`config.mk`:
```
export PLATFORM = sky130hd
export DESIGN_NAME = route_edge_scheduler
export DESIGN_NICKNAME = d
export VERILOG_FILES = /design/src/rtl/route_edge_scheduler.sv
export SDC_FILE = /design/constraint.sdc
export NUM_CORES = 1
export LEC_CHECK = 0
export CORE_UTILIZATION = 64
export CTS_CLUSTER_SIZE = 24
export DETAILED_ROUTE_END_ITERATION = 8
export GPL_ROUTABILITY_DRIVEN = 0
export GPL_TIMING_DRIVEN = 0
export PLACE_DENSITY = 0.89
export SLEW_MARGIN = 20
export SYNTH_ARGS = -nofsm -noshare
export SYNTH_HDL_FRONTEND = slang
export SYNTH_SLANG_ARGS = --single-unit
```
`constraint.sdc`:
```
create_clock -name clk -period 6.5 [get_ports clk]
set_input_delay 0.65 -clock clk [delete_from_list [all_inputs] [get_ports clk]]
set_output_delay 0.65 -clock clk [all_outputs]
set_load 0.03 [all_outputs]
```
`src/rtl/route_edge_scheduler.sv`:
```
// route_edge_scheduler
//   Walks the DFG edge list through the X-then-Y router core. The host loads
//   edges while the block is idle and then pulses start. Each edge is offered
//   to the router over a valid/ready handshake, and the block then waits for
//   the router's pass/fail strobe. An edge that fails goes back on the tail of
//   the queue to be retried, up to MAX_RETRY times. After that it is counted
//   as abandoned.
//
// Optional feature (compile-time macro ROUTE_SCHED_TIMEOUT_EN):
//   A watchdog in WAIT. If no result arrives within TIMEOUT cycles, the edge
//   is treated as blocked. Without the macro, WAIT holds until res_valid.
//
// Ports:
//   clk, reset (async, active-low)
//   start                            begin a pass (sampled in IDLE only)
//   load_valid/load_edge/load_ready  host edge loading (IDLE only; 0 = terminator)
//   disp_valid/disp_edge/disp_first/disp_ready  edge offer to the router
//   res_valid/res_ok                 router result strobe
//   busy, done, fail                 pass status
//   routed_cnt, failed_cnt           saturating per-pass result counters
module route_edge_scheduler #(
  parameter int EDGE_W    = 8,
  parameter int DEPTH     = 16,
  parameter int MAX_RETRY = 2,
  parameter int CNT_W     = 5,
  parameter int TIMEOUT   = 64
) (
  input  logic              clk,
  input  logic              reset,
  input  logic              start,
  input  logic              load_valid,
  input  logic [EDGE_W-1:0] load_edge,
  output logic              load_ready,
  output logic              disp_valid,
  output logic [EDGE_W-1:0] disp_edge,
  output logic              disp_first,
  input  logic              disp_ready,
  input  logic              res_valid,
  input  logic              res_ok,
  output logic              busy,
  output logic              done,
  output logic              fail,
  output logic [CNT_W-1:0]  routed_cnt,
  output logic [CNT_W-1:0]  failed_cnt
);

  localparam int PTR_W = $clog2(DEPTH);
  localparam int OCC_W = PTR_W + 1;
  localparam int ENT_W = EDGE_W + 2;
  localparam logic [1:0]       MAX_RETRY_L = 2'(MAX_RETRY);
  localparam logic [OCC_W-1:0] FULL_L      = OCC_W'(DEPTH);

  typedef enum logic [2:0] {S_IDLE, S_FETCH, S_DISPATCH, S_WAIT, S_DONE} state_e;

  state_e              state_q, state_d;
  logic [PTR_W-1:0]    head_q, head_d, tail_q, tail_d;
  logic [OCC_W-1:0]    count_q, count_d;
  logic [EDGE_W-1:0]   edge_q, edge_d;
  logic [1:0]          retry_q, retry_d;
  logic                first_q, first_d;
  logic                disp_valid_q, disp_valid_d;
  logic                load_ready_q, load_ready_d;
  logic                busy_q, busy_d, done_q, done_d, fail_q, fail_d;
  logic [CNT_W-1:0]    routed_q, routed_d, failed_q, failed_d;

  logic [ENT_W-1:0]    queue_mem [DEPTH];
  logic [ENT_W-1:0]    head_entry_s, push_entry_s;
  logic                push_s, pop_s, timeout_s, res_event_s, res_good_s;

  // Saturating counter increment: holds at all-ones.
  function automatic logic [CNT_W-1:0] sat_inc(input logic [CNT_W-1:0] v);
    sat_inc = (v == {CNT_W{1'b1}}) ? v : v + CNT_W'(1);
  endfunction

`ifdef ROUTE_SCHED_TIMEOUT_EN
  localparam int WD_W = $clog2(TIMEOUT + 1);
  logic [WD_W-1:0] wd_q, wd_d;

  // Watchdog: cleared on the way into WAIT, fires on the TIMEOUT-th WAIT cycle.
  always_comb begin
    wd_d = wd_q;
    if (state_q == S_DISPATCH) begin
      wd_d = '0;
    end else if (state_q == S_WAIT) begin
      wd_d = wd_q + WD_W'(1);
    end else begin
      wd_d = wd_q;
    end
  end

  // Watchdog register.
  always_ff @(posedge clk or negedge reset) begin
    if (!reset) wd_q <= '0;
    else        wd_q <= wd_d;
  end

  assign timeout_s = (state_q == S_WAIT) && (wd_q == WD_W'(TIMEOUT - 1));
`else
  // No watchdog in this build; the comparison is constant-false.
  assign timeout_s = (TIMEOUT < 0);
`endif

  assign head_entry_s = queue_mem[head_q];
  // A real result always takes priority over a watchdog expiry.
  assign res_event_s  = (state_q == S_WAIT) && (res_valid || timeout_s);
  assign res_good_s   = res_valid && res_ok;

  // Queue push/pop decode. Pushes come from loading (IDLE) or requeue (WAIT),
  // and pops happen only in FETCH, so the two never coincide.
  always_comb begin
    push_s       = 1'b0;
    pop_s        = 1'b0;
    push_entry_s = '0;
    case (state_q)
      S_IDLE: begin
        if (load_valid && load_ready_q && (load_edge != '0)) begin
          push_s       = 1'b1;
          push_entry_s = {load_edge, 2'b00};
        end else begin
          push_s = 1'b0;
        end
      end
      S_FETCH: pop_s = 1'b1;
      S_WAIT: begin
        if (res_event_s && !res_good_s && (retry_q < MAX_RETRY_L)) begin
          push_s       = 1'b1;
          push_entry_s = {edge_q, retry_q + 2'd1};
        end else begin
          push_s = 1'b0;
        end
      end
      default: begin
        push_s = 1'b0;
        pop_s  = 1'b0;
      end
    endcase
  end

  // Queue pointers and occupancy. Power-of-two DEPTH wraps by overflow.
  always_comb begin
    head_d  = pop_s  ? head_q + PTR_W'(1) : head_q;
    tail_d  = push_s ? tail_q + PTR_W'(1) : tail_q;
    count_d = count_q + (push_s ? OCC_W'(1) : OCC_W'(0)) - (pop_s ? OCC_W'(1) : OCC_W'(0));
  end

  // Queue storage (data only; validity is tracked by head/tail/count).
  always_ff @(posedge clk) begin
    if (push_s) queue_mem[tail_q] <= push_entry_s;
  end

  // Scheduler next-state and registered-output logic.
  always_comb begin
    state_d      = state_q;
    edge_d       = edge_q;
    retry_d      = retry_q;
    first_d      = first_q;
    disp_valid_d = disp_valid_q;
    busy_d       = busy_q;
    done_d       = 1'b0;
    fail_d       = fail_q;
    routed_d     = routed_q;
    failed_d     = failed_q;
    case (state_q)
      S_IDLE: begin
        if (start) begin
          routed_d = '0;
          failed_d = '0;
          fail_d   = 1'b0;
          busy_d   = 1'b1;
          state_d  = (count_d != '0) ? S_FETCH : S_DONE;
        end else begin
          state_d = S_IDLE;
        end
      end
      S_FETCH: begin
        edge_d       = head_entry_s[ENT_W-1:2];
        retry_d      = head_entry_s[1:0];
        first_d      = (head_entry_s[1:0] == 2'b00);
        disp_valid_d = 1'b1;
        state_d      = S_DISPATCH;
      end
      S_DISPATCH: begin
        if (disp_ready) begin
          disp_valid_d = 1'b0;
          state_d      = S_WAIT;
        end else begin
          state_d = S_DISPATCH;
        end
      end
      S_WAIT: begin
        if (res_event_s) begin
          if (res_good_s) begin
            routed_d = sat_inc(routed_q);
          end else if (retry_q >= MAX_RETRY_L) begin
            failed_d = sat_inc(failed_q);
          end else begin
            failed_d = failed_q;
          end
          state_d = (count_d != '0) ? S_FETCH : S_DONE;
        end else begin
          state_d = S_WAIT;
        end
      end
      S_DONE: begin
        done_d  = 1'b1;
        fail_d  = (failed_q != '0);
        busy_d  = 1'b0;
        state_d = S_IDLE;
      end
      default: state_d = S_IDLE;
    endcase
    load_ready_d = (state_d == S_IDLE) && (count_d != FULL_L);
  end

  // State and output registers.
  always_ff @(posedge clk or negedge reset) begin
    if (!reset) begin
      state_q      <= S_IDLE;
      head_q       <= '0;
      tail_q       <= '0;
      count_q      <= '0;
      edge_q       <= '0;
      retry_q      <= 2'b00;
      first_q      <= 1'b0;
      disp_valid_q <= 1'b0;
      load_ready_q <= 1'b0;
      busy_q       <= 1'b0;
      done_q       <= 1'b0;
      fail_q       <= 1'b0;
      routed_q     <= '0;
      failed_q     <= '0;
    end else begin
      state_q      <= state_d;
      head_q       <= head_d;
      tail_q       <= tail_d;
      count_q      <= count_d;
      edge_q       <= edge_d;
      retry_q      <= retry_d;
      first_q      <= first_d;
      disp_valid_q <= disp_valid_d;
      load_ready_q <= load_ready_d;
      busy_q       <= busy_d;
      done_q       <= done_d;
      fail_q       <= fail_d;
      routed_q     <= routed_d;
      failed_q     <= failed_d;
    end
  end

  assign load_ready = load_ready_q;
  assign disp_valid = disp_valid_q;
  assign disp_edge  = edge_q;
  assign disp_first = first_q;
  assign busy       = busy_q;
  assign done       = done_q;
  assign fail       = fail_q;
  assign routed_cnt = routed_q;
  assign failed_cnt = failed_q;

endmodule

```
== After elaboration in Yosys (flattened, before gate mapping) ==
Memory sizes are Yosys's and may differ from the RTL's.
Index checks and enable logic that the tools add are counted.
Word-level totals
  register bits after elaboration: 42
  RAM bits: 160
  bits of input ports: 15
  output and inout bits: 24
  word-level logic and storage cells: 93
  memories kept: 1
Memories
  queue_mem: words 16, bits a word 10, rd ports 1, clocked after memory_dff 0, wr ports 1, line 66  | logic [ENT_W-1:0] queue_mem [DEPTH];
Cells by class
  add/subtract/negate cells: 7
  order comparisons: 2
  equality and inequality tests: 15
  multiplexer cells: 33
  reduce and logical (&&, ||, !) cells: 21
Operator list (number)
  $mux 5: 8
  $mux 10: 2
  $pmux 10 s2: 1
  $pmux 5 s2: 2
  $ne 2x2->1 const B: 7
  $mux 1: 12
  $pmux 3 s4: 1
  $add 5x1->5 const B: 2
  $eq 5x5->1 const B: 2
  $reduce_bool 5->1: 2
  $mux 3: 3
  $add 4x1->4 const B: 2
  $pmux 1 s2: 4
  $reduce_bool 8->1: 1
  $logic_and 1x1->1: 7
  $eq 3x2->1 const B: 2
  $logic_not 3->1: 2
  $reduce_and 6->1: 1
  $reduce_bool 2->1: 3
  $add 5x1->5: 1
  $ne 5x5->1 const B: 1
  $reduce_and 5->1: 1
  $sub 5x1->5: 1
  $reduce_and 2->1: 2
  other kinds (8): 8

== Depth between registers and ports, before layout ==
  depth after elaboration: 15
  mapped depth: 15
  mapped depth without buffers: 13

== Worst setup path after synthesis ==
OpenSTA, ideal clock, no wires.
  path type: input port to flip-flop
  start: in res_valid
  end: reg load_ready_q, in the netlist load_ready
  library setup time: 0.077 ns
  arrival time: 3.229 ns
  data required time: 6.423 ns
  slack: 3.194 ns
  stages: 12
  path buffers: 0
  cell sequence: nand4b_2 -> nor3_2 -> a21oi_2 -> ha_1 -> inv_1 -> ha_1 -> inv_1 -> fa_1 -> inv_1 -> or3_1 -> a2111o_1 -> a21oi_1
On the way
  cells in the longest elaborated chain, start to end: 15
  elaborated cells on any way between the ends: 18
  those cells by class: 2 x add/sub; 1 x eq/ne; 7 x mux; 8 x reduce/logical
Ends and longest elaborated chain
  from (decl): line 38  | input logic res_valid,
  $logic_and 1x1->1: line 106  | assign res_good_s = res_valid && res_ok;
  $logic_not 1->1: line 125  | if (res_event_s && !res_good_s && (retry_q < MAX_RETRY_L)) begin
  $logic_and 1x1->1 (*) (2 in a row): line 125
  $mux 1 (*): line 125
  $pmux 1 s2 (*): line 114  | case (state_q)
  $mux 1 (*): line 143  | count_d = count_q + (push_s ? OCC_W'(1) : OCC_W'(0)) - (pop_s ? OCC_W'(1) : OCC_W'(0));
  $add 5x1->5 (*): line 143
  $sub 5x1->5 (*): line 143
  net count_d[1]: line 57  | logic [OCC_W-1:0] count_q, count_d;
  $reduce_bool 5->1: line 170, 199
  $mux 3: line 170, 199
  $mux 3, on equally long branches: line 191, 165
  $pmux 3 s4: line 163  | case (state_q)
  $logic_not 3->1: line 212  | load_ready_d = (state_d == S_IDLE) && (count_d != FULL_L);
  $logic_and 1x1->1 (*): line 212
  net load_ready_d: line 62  | logic load_ready_q, load_ready_d;
  to (signal assigned): line 241  | load_ready_q <= load_ready_d;
  to (decl): line 62
Mark *: on every way through the listed nets, which the timed path passes. The rest lies on a longest branch.
A chain may end at the register's enable or synchronous reset.

== Final worst setup path ==
  start: in res_valid
  end: reg state_q[0]
On the way
  cells in the longest elaborated chain, start to end: 13
  elaborated cells on any way between the ends: 15
  those cells by class: 2 x add/sub; 7 x mux; 6 x reduce/logical
Ends and longest elaborated chain
  $logic_and 1x1->1: line 106
  $logic_not 1->1: line 125
  $logic_and 1x1->1 (*) (2 in a row): line 125
  $mux 1 (*): line 125
  $pmux 1 s2 (*): line 114
  $mux 1 (*): line 143
  $add 5x1->5 (*): line 143
  $sub 5x1->5 (*): line 143
  net count_d[1]: line 57
  $reduce_bool 5->1 (*): line 170, 199
  $mux 3 (*): line 170, 199
  $mux 3, on equally long branches: line 191, 165
  $pmux 3 s4 (*): line 163
  net state_d[0]: line 55  | state_e state_q, state_d;
  to (signal assigned): line 233  | state_q <= state_d;
  to (decl): line 55
Marks and branches as above.

==> key figures <==
Synthesis
  – Post-synth top cells: 160 x edfxtp_1, 42 x dfrtp_1, 38 x mux4_2
  – Synthesized instance count: 435
  – Post-synthesis sequential area ratio: 70.3%
  – Largest area contributor in the netlist: edfxtp_1
  – Most frequent cell after synthesis: edfxtp_1
  – Post-synth ARST share: 20.8%
  – Area contributors post-synth: edfxtp_1 58%, dfrtp_1 13%, mux4_2 10%
  – Synth Warn #: 0
  – Syn Nets: 467
  – Cell variety after synth: 48
  – Number of synthesized flops with an enable pin: 160
  – Flops & latches, synth: 202
  – Synth Cell Area: 0.00833 mm^2
  – Post-synth top flop: edfxtp_1
  – Post-synth top area share: a little under 60%
  – Synth Area per Inst: 19.2 um^2

Floorplan
  – Initial Util: 65.8%
  – Core area: 0.0127 mm^2
  – Die area: 0.0135 mm^2
  – Num rows: between 40 and 50
  – Die X: approximately 120 um
  – Boundary pin count: 39
  – Die H: 116 um

Outcome
  – Status: completed

Placed design
  – Hpwl dp: 11600 um
  – DP Worst Slack: 2030 ps
  – I/O Buffers: 38
  – Placed cells: 648

Cells and area
  – Layout Cells excl Fill: between 600 and 700
  – Ratio of cells with drive above 1 in the final layout: 18.8%
  – Number of diodes: 0
  – Final #Nets: 530
  – Layout fillers: 647
  – Synthesis-to-finish area growth: 15.3%

Clock network
  – Num CTS Buffers: 20
  – H-Tree Depth: 1
  – Deepest clock path buffer count: 3
  – CTS Hold Bufs: 0
  – CTS tree: done
  – # resized after CTS: 0
  – Clock Latency Late Sink: 480 ps
  – Clock slew at reported path FFs: 60 ps
  – Post-CTS Setup Bufs: 0
  – Root Buffer: clkbuf_16
  – # clock sinks: 202

Critical path
  – Largest fanout on the critical path: 9
  – Crit path DAT: 4520 ps
  – CP startpoint kind: input pin
  – Worst EP required: approximately 7000 ps
  – CP Class: input pin to flop
  – Nature of the critical path endpoint: flop

Power and ir drop
  – Clock share of power: 26.4%
  – Psw: roughly 1.4 mW
  – Tot Pwr: 4.25 mW
  – Logic pwr share: 34.4%
  – Power density cells: between 400 and 500 mW/mm^2
  – Internal: 2.90 mW
  – Flop pwr share: around two fifths
  – Sw frac: 31.8%
  – Static leakage power: about 3.5 nW
  – Peak VDD IR: 0.266 mV

STA
  – Worst-Margin Slew: 796 ps
  – Setup ws final: 2310 ps
  – Slew Limit Headroom: 46.9%
  – Clock Skews: between 7 and 8 ps
  – Final-report max-slew violation count: 0
  – Setup TNS: 0 ps
  – RSZ-0062 raised after global routing: false
  – Post-layout minimum cycle time: 4190 ps
  – Final period util: 64.5%
  – Fmax: roughly 240 MHz
  – # setup viols final: 0
  – Final hold vios: 0

Global routing
  – Antenna violations before repair: 1
  – Largest net degree at the start of global routing: 33
  – Vias in the first global route: 4689
  – GRT overflow: 0
  – First-pass GRT wire length: 27000 um
  – Total GRT Usage: between 20% and 30%

Route
  – Antenna Nets Post-Route: 0
  – Via count: 4422
  – Initial DRC count: between 400 and 500
  – Final WL: approximately 18000 um
  – Wire per inst: approximately 26 um
  – First-pass DRT Iterations: 4
  – Drc violations: 0
  – Vias/cell: 6.46

Worst hold path
  – Hold Crit Class: input pin to async pin

Job
  – Max-cap viol count: 0
## kinds of logic after synthesis
kind of cell	Yosys count	share of synthesized area [%]
mux	65	15.7
fa+ha+maj	17	2.64
simple gates	71	5.07
buf+inv	36	2.19
compound gates	31	2.76
xor+xnor	13	1.37
flops	202	70.3
## routing by layer
metal,vias to the layer above,wire [um],track usage [%]
li1,1860,-,-
met2,217,9200,49.4
met3,51,1300,5.86
met5,-,13,0
met4,2,703,11.5
met1,2292,6800,36.2
## metrics by stage
stage          utilization, %  hold slack, ps  cell area (um^2)
6_report                 75.8            58.2              9610
5_1_grt                  75.8            64.8              9610
4_1_cts                  75.8            60.2              9610
3_5_place_dp             70.8             473              8970
3_3_place_gp             70.5             460              8930
2_1_floorplan               -             354              8330
## power groups by stage
stage          sequential, mW  clock [mW]  combinational [mW]
2_1_floorplan            1.77           0               0.898
3_3_place_gp             1.67           0                1.33
3_5_place_dp             1.69           0                1.41
4_1_cts                  1.67        1.13                1.46
5_1_grt                  1.68        1.18                1.56
6_report                 1.67        1.12                1.46
## placed cells by master, fill, tap and decap left out, types with 12 or more instances in the layout
cell | synthesis | layout
a22o_1 | 12 | 12
and2_1 | 19 | 19
clkbuf_1 | 11 | 15
clkbuf_16 | 0 | 21
clkdlybuf4s50_1 | 0 | 37
dfrtp_1 | 42 | 42
edfxtp_1 | 160 | 160
ha_1 | 16 | 16
inv_1 | 17 | 17
mux2_2 | 12 | 12
mux4_2 | 38 | 38
nand2_1 | 12 | 12
## area by class of cell
cell class / count / area (um^2) / share of cell area (%)
clock buffers: 25 / 541 / 5.62
plain buffers: 19 / 119 / 1.24
flip-flops and latches: 202 / 5860 / 60.9
well taps: 172 / 215 / 2.24
clock inverters: 11 / 101 / 1.05
inverters: 17 / 63.8 / 0.664
repair buffers: 41 / 405 / 4.22
multi-input cells: 197 / 2310 / 24.0
## state kept, by name, summed over array words and instances, names as in the netlist, 2 cells and up
register,flops
queue_mem,160
disp_edge,8
count_q,5
failed_cnt,5
routed_cnt,5
head_q,4
tail_q,4
state_q,3
retry_q,2
## worst max-delay path, cell delays in order
cell	delay [ps]
clkdlybuf4s50_1	550
nand4b_2	250
nor3_2	610
a21oi_2	240
ha_1	360
inv_1	60
ha_1	150
inv_1	60
fa_1	470
inv_1	50
or3_1	420
a211oi_1	440
o21ai_0	200
## path summary, 6_finish.rpt
check                           startpoint            to  slack, ps  depth (start not counted)
worst max-delay path             res_valid    state_q[0]       2310                         13
worst min-delay path                 reset  disp_edge[0]         60                          1
worst max register to register  state_q[1]    state_q[0]       2340                         14
worst min register to register        busy          busy        480                          2
max in group asynchronous            reset     tail_q[3]       5970                          2
min in group clk                      busy          busy        480                          2
Note: power is estimated with default switching activity, not from simulation.
